<file path="src/rtl/lfsr_err_window.sv">
// Error-density monitor while locked: counts errors per window of accepted bits and
// strobes loss on the bit that brings the window's error tally to the threshold.
module lfsr_err_window #(
  parameter int WINDOW      = 256,
  parameter int LOSS_THRESH = 16
) (
  input  logic clk,
  input  logic reset,
  input  logic clear,
  input  logic acc,
  input  logic err,
  output logic loss
);
  localparam int CW = $clog2(WINDOW + 1);
  localparam int EW = $clog2(LOSS_THRESH + 1);
  localparam logic [CW-1:0] CNT_LAST = CW'(WINDOW - 1);
  localparam logic [CW-1:0] CNT_ZERO = CW'(0);
  localparam logic [CW-1:0] CNT_ONE  = CW'(1);
  localparam logic [EW-1:0] ERR_LAST = EW'(LOSS_THRESH - 1);
  localparam logic [EW-1:0] ERR_ZERO = EW'(0);
  localparam logic [EW-1:0] ERR_ONE  = EW'(1);

  logic [CW-1:0] cnt_r, cnt_s;
  logic [EW-1:0] errs_r, errs_s;

  assign loss = acc & err & (errs_r == ERR_LAST);

  // Window advance: loss or a fresh lock restarts; a full window without loss also restarts
  always_comb begin
    cnt_s  = cnt_r;
    errs_s = errs_r;
    if (clear || loss) begin
      cnt_s  = CNT_ZERO;
      errs_s = ERR_ZERO;
    end else if (acc) begin
      if (cnt_r == CNT_LAST) begin
        cnt_s  = CNT_ZERO;
        errs_s = ERR_ZERO;
      end else begin
        cnt_s  = cnt_r + CNT_ONE;
        errs_s = err ? (errs_r + ERR_ONE) : errs_r;
      end
    end else begin
      cnt_s  = cnt_r;
      errs_s = errs_r;
    end
  end

  // Window counter registers
  always_ff @(posedge clk) begin
    if (reset) begin
      cnt_r  <= CNT_ZERO;
      errs_r <= ERR_ZERO;
    end else begin
      cnt_r  <= cnt_s;
      errs_r <= errs_s;
    end
  end

endmodule

</file>
<file path="config.mk">
export PLATFORM = sky130hd
export DESIGN_NAME = lfsr_err_window
export DESIGN_NICKNAME = d
export VERILOG_FILES = /design/src/rtl/lfsr_err_window.sv
export SDC_FILE = /design/constraint.sdc
export NUM_CORES = 1
export LEC_CHECK = 0
export ABC_AREA = 1
export CAP_MARGIN = 15
export CORE_MARGIN = 5
export CORE_UTILIZATION = 45
export DETAILED_ROUTE_END_ITERATION = 8
export HOLD_SLACK_MARGIN = 0.03
export SYNTH_ARGS = -nofsm -noshare
export SYNTH_HDL_FRONTEND = slang
export SYNTH_SLANG_ARGS = --single-unit
</file>
<file path="constraint.sdc">
create_clock -name clk -period 1.72 [get_ports clk]
set_input_delay 0.516 -clock clk [delete_from_list [all_inputs] [get_ports clk]]
set_output_delay 0.516 -clock clk [all_outputs]
set_load 0.005 [all_outputs]
</file>
==> results by group, run 1 <==
STA
  • Max Transition Viols Final: 0
  • Fmax: roughly 0.56 GHz
  • Share of the cycle needed by the critical path after routing: 1.034
  • Final period demand of the worst path: between 1.5 and 2 ns
  • Worst-case setup margin in the final layout: -0.05915 ns
  • Max transition margin: 0.8662
  • Final Setup Violations: 1
  • RSZ-0062 raised after global routing: true
  • Pin slew with the least headroom to its limit: around 0.2 ns
  • Setup Skew: between 0.008 and 0.009 ns
  • Hold violation total from the final report: 0

Synthesis
  • Most used DFF post-synth: sky130_fd_sc_hd__dfxtp_1
  • Synth unique cells: 25
  • Syn Nets: 110
  • Post-synth top area share: 0.3489
  • Portion of the post-synthesis area used by sequential elements: 0.3489
  • Most area-consuming cells after synthesis: sky130_fd_sc_hd__dfxtp_1, sky130_fd_sc_hd__nand2_1, sky130_fd_sc_hd__nand3_1
  • Most numerous cell types in the synthesized netlist: sky130_fd_sc_hd__nand2_1, sky130_fd_sc_hd__dfxtp_1, sky130_fd_sc_hd__nor2_1
  • Yosys reg bits: 14
  • Average footprint of a synthesized cell: about 8 sq um
  • Post-Syn Instances: between 100 and 150
  • Yosys warning count: 0
  • Synth Cell Area: 803.3 sq um
  • Top-count cell post-synth: sky130_fd_sc_hd__nand2_1
  • EDFF count, synth: 0
  • Post-synth ARST share: 0
  • Cell type with the largest total area after synthesis: sky130_fd_sc_hd__dfxtp_1

Critical path
  • Slowest Stage Delay on Critical Path: about 0.36 ns
  • Sort of element at the end of the critical path: primary output
  • CP Cell Sequence: ha_4 > nand2_2 > nor2_2 > ha_2 > nand2_2 > inv_2 > buf_2
  • Cell type with the highest occurrence count on the critical path: sky130_fd_sc_hd__nand2_2
  • Data required, critical path: 1.20 ns
  • Critical path data arrival time: 1.26 ns
  • Worst setup path class: flip-flop to primary output
  • Slowest CP cell: sky130_fd_sc_hd__dfxtp_2
  • Maximum net fanout on the critical path: 2
  • Critical path launch point type: flip-flop

Clock network
  • Clock-pin slew on the worst setup and hold paths: approximately 0.090 ns
  • Number of buffers on the longest clock path: 2
  • CTS tree: yes
  • Insertion delay of the later-clocked pin in the worst-skew pair: approximately 0.29 ns
  • CTS HTree Levels: 1
  • Clock sink count: 14
  • Clock root buffer master: sky130_fd_sc_hd__clkbuf_4
  • CTS buffer count: 3

Routing
  • Number of detailed-routing iterations run before antenna repair: 4
  • Antenna Nets Post-Route: 0
  • Wire length per cell: slightly above 10 um
  • Total wirelength of the detailed-routed design: 1.546 mm
  • Remaining design rule violation count: 0
  • Via count: 689
  • Detail-routed via count per cell: 4.624
  • Iteration-0 DRC Markers: 15

Final layout
  • Antenna cell count: 0
  • Relative area change from synthesis to final layout: 28.19%
  • Post-Layout Cell Count: about 150
  • Fraction of layout cells with a size suffix above 1: 0.4194
  • Layout net count: ~130
  • Post-route cell area: ~1000 sq um

Placed design
  • HPWL after detailed placement: about 1.2 mm
  • Placed instance count: around 140
  • Last weighted congestion value of the routability-driven placer: 0.7932
  • Instance area after placement: approximately 970 sq um
  • Number of input and output port buffers inserted: 5
  • Post-placement setup slack: -0.5346 ns

GRT
  • Global-route congestion overflow total: 0
  • Number of global-route vias before repair: roughly 740
  • Combined global-route utilization of all metal layers: 0.1471
  • Maximum number of pins on one net before global-route repair: 11
  • Initial antenna violation count: 0
  • Global-route wire length before repair: between 2 and 3 mm

Job
  • Number of violations of the max-capacitance limit: 0

Die
  • # IOs: 6
  • Number of standard-cell rows in the floorplan: 15
  • Core ar.: roughly 1700 sq um
  • Total die area: roughly 2700 sq um
  • Die boundary height: roughly 52 um
  • Overall die width: 52.25 um
  • Starting Density: 0.4703

Hold path
  • Class of the most critical hold timing path: flip-flop to flip-flop

Power
  • Leakage dissipation: roughly 0.42 nW
  • Power spent charging and discharging nets: 149.5 uW
  • Portion of total power attributed to sequential cells: 0.523
  • Internal cell power: 486.8 uW
  • Share of total power in the clock network: 0.378
  • Portion of total power attributed to combinational logic: 0.099
  • Switching share of power: 0.2349
  • Power density of the placed cells: around 620 nW/um^2
  • Maximum ir drop on the vdd rail: approximately 0.35 mV

Run status
  • Violations in the final reports: negative setup slack
  • Run status: complete, but fails checks
through the flow:
| stage | total power, mW | hold slack, ns | util | setup TNS [ns] |
|---|---|---|---|---|
| 3_3_place_gp | 0.4021 | 0.4435 | 0.5685 | -1.128 |
| 3_5_place_dp | 0.4030 | 0.4451 | 0.5685 | -1.300 |
| 2_1_floorplan | 0.3764 | 0.4324 | - | 0 |
| 6_report | 0.6363 | 0.4616 | 0.6029 | -0.05915 |
| 5_1_grt | 0.6657 | 0.5231 | 0.6029 | -0.1689 |
| 4_1_cts | 0.6410 | 0.4625 | 0.6000 | -0.09499 |
path summary, 6_finish.rpt:
check | startpoint | slack [ns] | cells past startpoint | to
worst max-delay path | errs_r[0] | -0.06 | 7 | loss
worst min-delay path | cnt_r[8] | 0.46 | 2 | cnt_r[8]
worst max register to register | cnt_r[0] | 0.25 | 8 | errs_r[3]
worst min register to register | cnt_r[8] | 0.46 | 2 | cnt_r[8]
cell usage in the layout (no fill, tap or decap), drive strengths merged:
master and count:
xor2 2, ha 3, o21ai 1, clkdlybuf4s50 2, nand3 13, nor3b 2, buf 15, clkbuf 4
nand2 23, a21oi 6, nor2 16, dlygate4sd2 2, nand4 2, dfxtp 14, nor3 2, inv 14
o21bai 2, o211ai 1
metal layers:
| metal | wire length [um] | vias to the layer above | global-route usage |
|---|---|---|---|
| met5 | 0 | - | 0 |
| met4 | 39 | 0 | 0.08085 |
| met3 | 37 | 5 | 0.03704 |
| met2 | 690 | 6 | 0.2364 |
| met1 | 778 | 304 | 0.1780 |
| li1 | - | 374 | - |
cell type report:
type / instances / area (sq um)
fill: 155 / 678.2
multi-input combinational: 73 / 479.2
sequential: 14 / 282.8
timing repair buffer: 19 / 147.6
inverter: 14 / 52.55
clock buffer: 4 / 36.28
tap: 25 / 31.28
worst max-delay path: cells and delay by family, from the launching register on:
family                   cells  cell delay, ns
AND/OR/NAND/NOR              3            0.18
buffers and inverters        2            0.13
adder cells (fa/ha/maj)      2            0.31
flip-flops                   1            0.36
flip-flops by register name, indices dropped and copies added, names as in the netlist:
| register | flops |
|---|---|
| cnt_r | 9 |
| errs_r | 5 |
power groups by stage:
stage	Clock (mW)	Combinational [mW]	Sequential, mW
floorplan	0	0.0370	0.339
global placement	0	0.0628	0.339
detailed placement	0	0.0637	0.339
CTS	0.245	0.0633	0.333
global route	0.262	0.0702	0.334
finish	0.240	0.0632	0.333
logic make-up (layout without fill, tap and decap cells):
logic type      after synthesis  in the layout  synth area share
simple gates                 58             58            0.4174
buf+inv                      15             37           0.07944
flops                        14             14            0.3489
compound gates               10             10           0.08567
fa+ha+maj                     3              3           0.04673
xor+xnor                      2              2           0.02181
timing repair:
item / CTS / global route
setup endpoints to repair: 1 / 1
setup buffers: 1 / 0
hold buffers: 0 / 0
pin swaps: 4 / 3
gates resized for setup: 11 / 3
hold endpoints to repair: 0 / 0
Power figures use the tool's default switching activity.
==> run 2, diff against run 1 <==
--- a/constraint.sdc
+++ b/constraint.sdc
@@ -3,2 +3,2 @@
 set_output_delay 0.516 -clock clk [all_outputs]
-set_load 0.005 [all_outputs]
+set_load 0.02 [all_outputs]
==> results by group, run 2 (same netlist as run 1, synthesis figures left out) <==
Run status
  • Run status: complete, but fails checks (unchanged)
  • Violations in the final reports: negative setup slack (unchanged)

GRT
  • Global-route congestion overflow total: 0 (unchanged)
  • Maximum number of pins on one net before global-route repair: 11 (unchanged)
  • Combined global-route utilization of all metal layers: 0.1372 (was 0.1471)
  • Initial antenna violation count: 0 (unchanged)
  • Number of global-route vias before repair: 677 (was 743)
  • Global-route wire length before repair: 2.794 mm (was 2.980 mm)

Hold path
  • Min-Delay Startpoint: cnt_r[8] (unchanged)
  • Number of cells on the worst hold path: 2 (unchanged)
  • Hold Path End: cnt_r[8] (unchanged)
  • Class of the most critical hold timing path: flip-flop to flip-flop (unchanged)

Clock network
  • Insertion delay of the later-clocked pin in the worst-skew pair: 0.28 ns (was 0.29 ns)
  • Number of buffers on the longest clock path: 2 (unchanged)
  • CTS buffer count: 3 (unchanged)
  • Clock-pin slew on the worst setup and hold paths: 0.09 ns (about the same)
  • Clock sink count: 14 (unchanged)
  • CTS HTree Levels: 1 (unchanged)
  • CTS tree: yes (unchanged)
  • Clock root buffer master: sky130_fd_sc_hd__clkbuf_4 (unchanged)

Critical path
  • R2R Setup Slk: 0.11 ns (was 0.25 ns)
  • Critical path launch point type: flip-flop (unchanged)
  • Worst reg2reg endpoint: errs_r[1] (was errs_r[3])
  • Critical path data arrival time: 1.29 ns (was 1.26 ns)
  • Worst setup path class: flip-flop to primary output (unchanged)
  • Sort of element at the end of the critical path: primary output (unchanged)
  • Maximum net fanout on the critical path: 2 (unchanged)
  • Cell count of the worst reg-to-reg path: 12 (was 8)
  • FF-to-FF Start: errs_r[0] (was cnt_r[0])
  • Data required, critical path: 1.20 ns (about the same)

STA
  • Fmax: 0.5541 GHz (was 0.5621 GHz)
  • Final period demand of the worst path: 1.805 ns (was 1.779 ns)
  • Setup Skew: 0.002878 ns (was 0.008754 ns)
  • Hold violation total from the final report: 0 (unchanged)
  • RSZ-0062 raised after global routing: true (unchanged)
  • Final Setup Violations: 1 (unchanged)
  • Share of the cycle needed by the critical path after routing: 1.049 (was 1.034)
  • Max Transition Viols Final: 0 (unchanged)
  • Worst-case setup margin in the final layout: -0.08476 ns (was -0.05915 ns)
  • Max transition margin: 0.8568 (was 0.8662)
  • Pin slew with the least headroom to its limit: 0.2139 ns (was 0.2001 ns)
  • Final worst hold slack: 0.4589 ns (was 0.4616 ns)

Power
  • Leakage dissipation: 0.4354 nW (was 0.4165 nW)
  • Power density of the placed cells: 589.7 nW/um^2 (was 617.9 nW/um^2)
  • Maximum ir drop on the vdd rail: 0.6229 mV (was 0.3477 mV)
  • Total design power: 650.1 uW (was 636.3 uW)

Placed design
  • Instance area after placement: 978.4 sq um (was 970.9 sq um)
  • Last weighted congestion value of the routability-driven placer: 0.8126 (was 0.7932)
  • Number of input and output port buffers inserted: 5 (unchanged)
  • Post-placement setup slack: -0.6274 ns (was -0.5346 ns)
  • HPWL after detailed placement: 1.109 mm (was 1.152 mm)

Final layout
  • Top flop regs: cnt_r: 9 flops, errs_r: 5 flops (unchanged)
  • Area of all sequential standard cells: 282.8 sq um (unchanged)
  • Final core utilization: 0.6454 (was 0.6029)
  • Combined area of the multi-input logic cells: 499.2 sq um (was 479.2 sq um)
  • Post-route cell area: 1102 sq um (was 1030 sq um)
  • Top register by number of flip-flops: cnt_r (unchanged)
  • Layout net count: 136 (was 133)
  • Antenna cell count: 0 (unchanged)
  • Number of flip-flops under the largest register name: 9 (unchanged)
  • Relative area change from synthesis to final layout: 37.23% (was 28.19%)
  • Most frequent cells in the layout: sky130_fd_sc_hd__nand2_1, sky130_fd_sc_hd__dfxtp_1, sky130_fd_sc_hd__buf_4 (was sky130_fd_sc_hd__nand2_1, sky130_fd_sc_hd__buf_4, sky130_fd_sc_hd__dfxtp_1)
  • Fraction of layout cells with a size suffix above 1: 0.4567 (was 0.4194)
  • Fillers: 146 (was 155)
  • Leading cell type in the layout, fill and taps excluded: sky130_fd_sc_hd__nand2_1 (unchanged)

Routing
  • Total wirelength of the detailed-routed design: 1.520 mm (was 1.546 mm)
  • Detail-routed via count per cell: 4.533 (was 4.624)
  • Via count: 689 (unchanged)
  • Wire length per cell: 10.00 um (was 10.38 um)
  • Remaining design rule violation count: 0 (unchanged)
  • Antenna Nets Post-Route: 0 (unchanged)
  • Number of detailed-routing iterations run before antenna repair: 2 (was 4)
  • Iteration-0 DRC Markers: 6 (was 15)

Die
  • Starting Density: 0.4703 (unchanged)
  • Overall die width: 52.25 um (unchanged)
  • Number of standard-cell rows in the floorplan: 15 (unchanged)
  • Total die area: 2730 sq um (unchanged)
  • # IOs: 6 (unchanged)
  • Die boundary height: 52.25 um (unchanged)
  • Core ar.: 1708 sq um (unchanged)

Job
  • Number of violations of the max-capacitance limit: 0 (unchanged)
==> run 2: cell types whose count changed in the layout (fill, tap and decap cells not counted), sizes merged <==
cell  change
buf       +3
==> run 2: routing by layer <==
layer | up-vias | wire length [um] | GRT usage
li1 | 381 | - | -
met1 | 297 | 789 | 0.1789
met2 | 7 | 664 | 0.2071
met3 | 4 | 27 | 0.03704
met4 | 0 | 38 | 0.06809
met5 | - | 0 | 0
==> run 2: worst max-delay path: stages, from the launching register on <==
cell                      delay [ns]
sky130_fd_sc_hd__dfxtp_2        0.36
sky130_fd_sc_hd__ha_4           0.14
sky130_fd_sc_hd__nand2_2        0.05
sky130_fd_sc_hd__nor2_2         0.08
sky130_fd_sc_hd__ha_2           0.17
sky130_fd_sc_hd__nand2_2        0.07
sky130_fd_sc_hd__inv_2          0.05
sky130_fd_sc_hd__buf_6          0.10
==> run 2: worst max-delay path by stage <==
stage | startpoint | endpoint | slack, ns | cells past startpoint
floorplan | errs_r[0] | loss | 0.15 | 6
global placement | err | loss | -0.63 | 6
detailed placement | err | loss | -0.63 | 6
CTS | errs_r[1] | loss | -0.1 | 7
global route | errs_r[0] | loss | -0.19 | 7
finish | errs_r[0] | loss | -0.08 | 7
==> run 2: through the flow <==
step	TNS, ns	instances
floorplan	0	102
global placement	-1.303	145
detailed placement	-1.254	145
CTS	-0.1025	152
global route	-0.2315	152
finish	-0.08476	152
==> run 2: timing repair <==
item                                    4_1_cts  5_1_grt
endpoints found under the setup margin        1       15
pin swaps                                     5        4
setup buffers                                 3        2
hold buffers                                  0        0
gates resized for setup                      20        8
==> run 2: layout make-up <==
class,count,area share
well taps,25,0.02838
flip-flops and latches,14,0.2565
repair buffers,22,0.1771
multi-input cells,73,0.4529
inverters,14,0.05221
clock buffers,4,0.03292
==> run 2: where the power goes <==
part           switching, mW  internal (mW)
clock network          0.116          0.129
registers            0.00399          0.329
logic                 0.0378         0.0348
total                  0.158          0.492
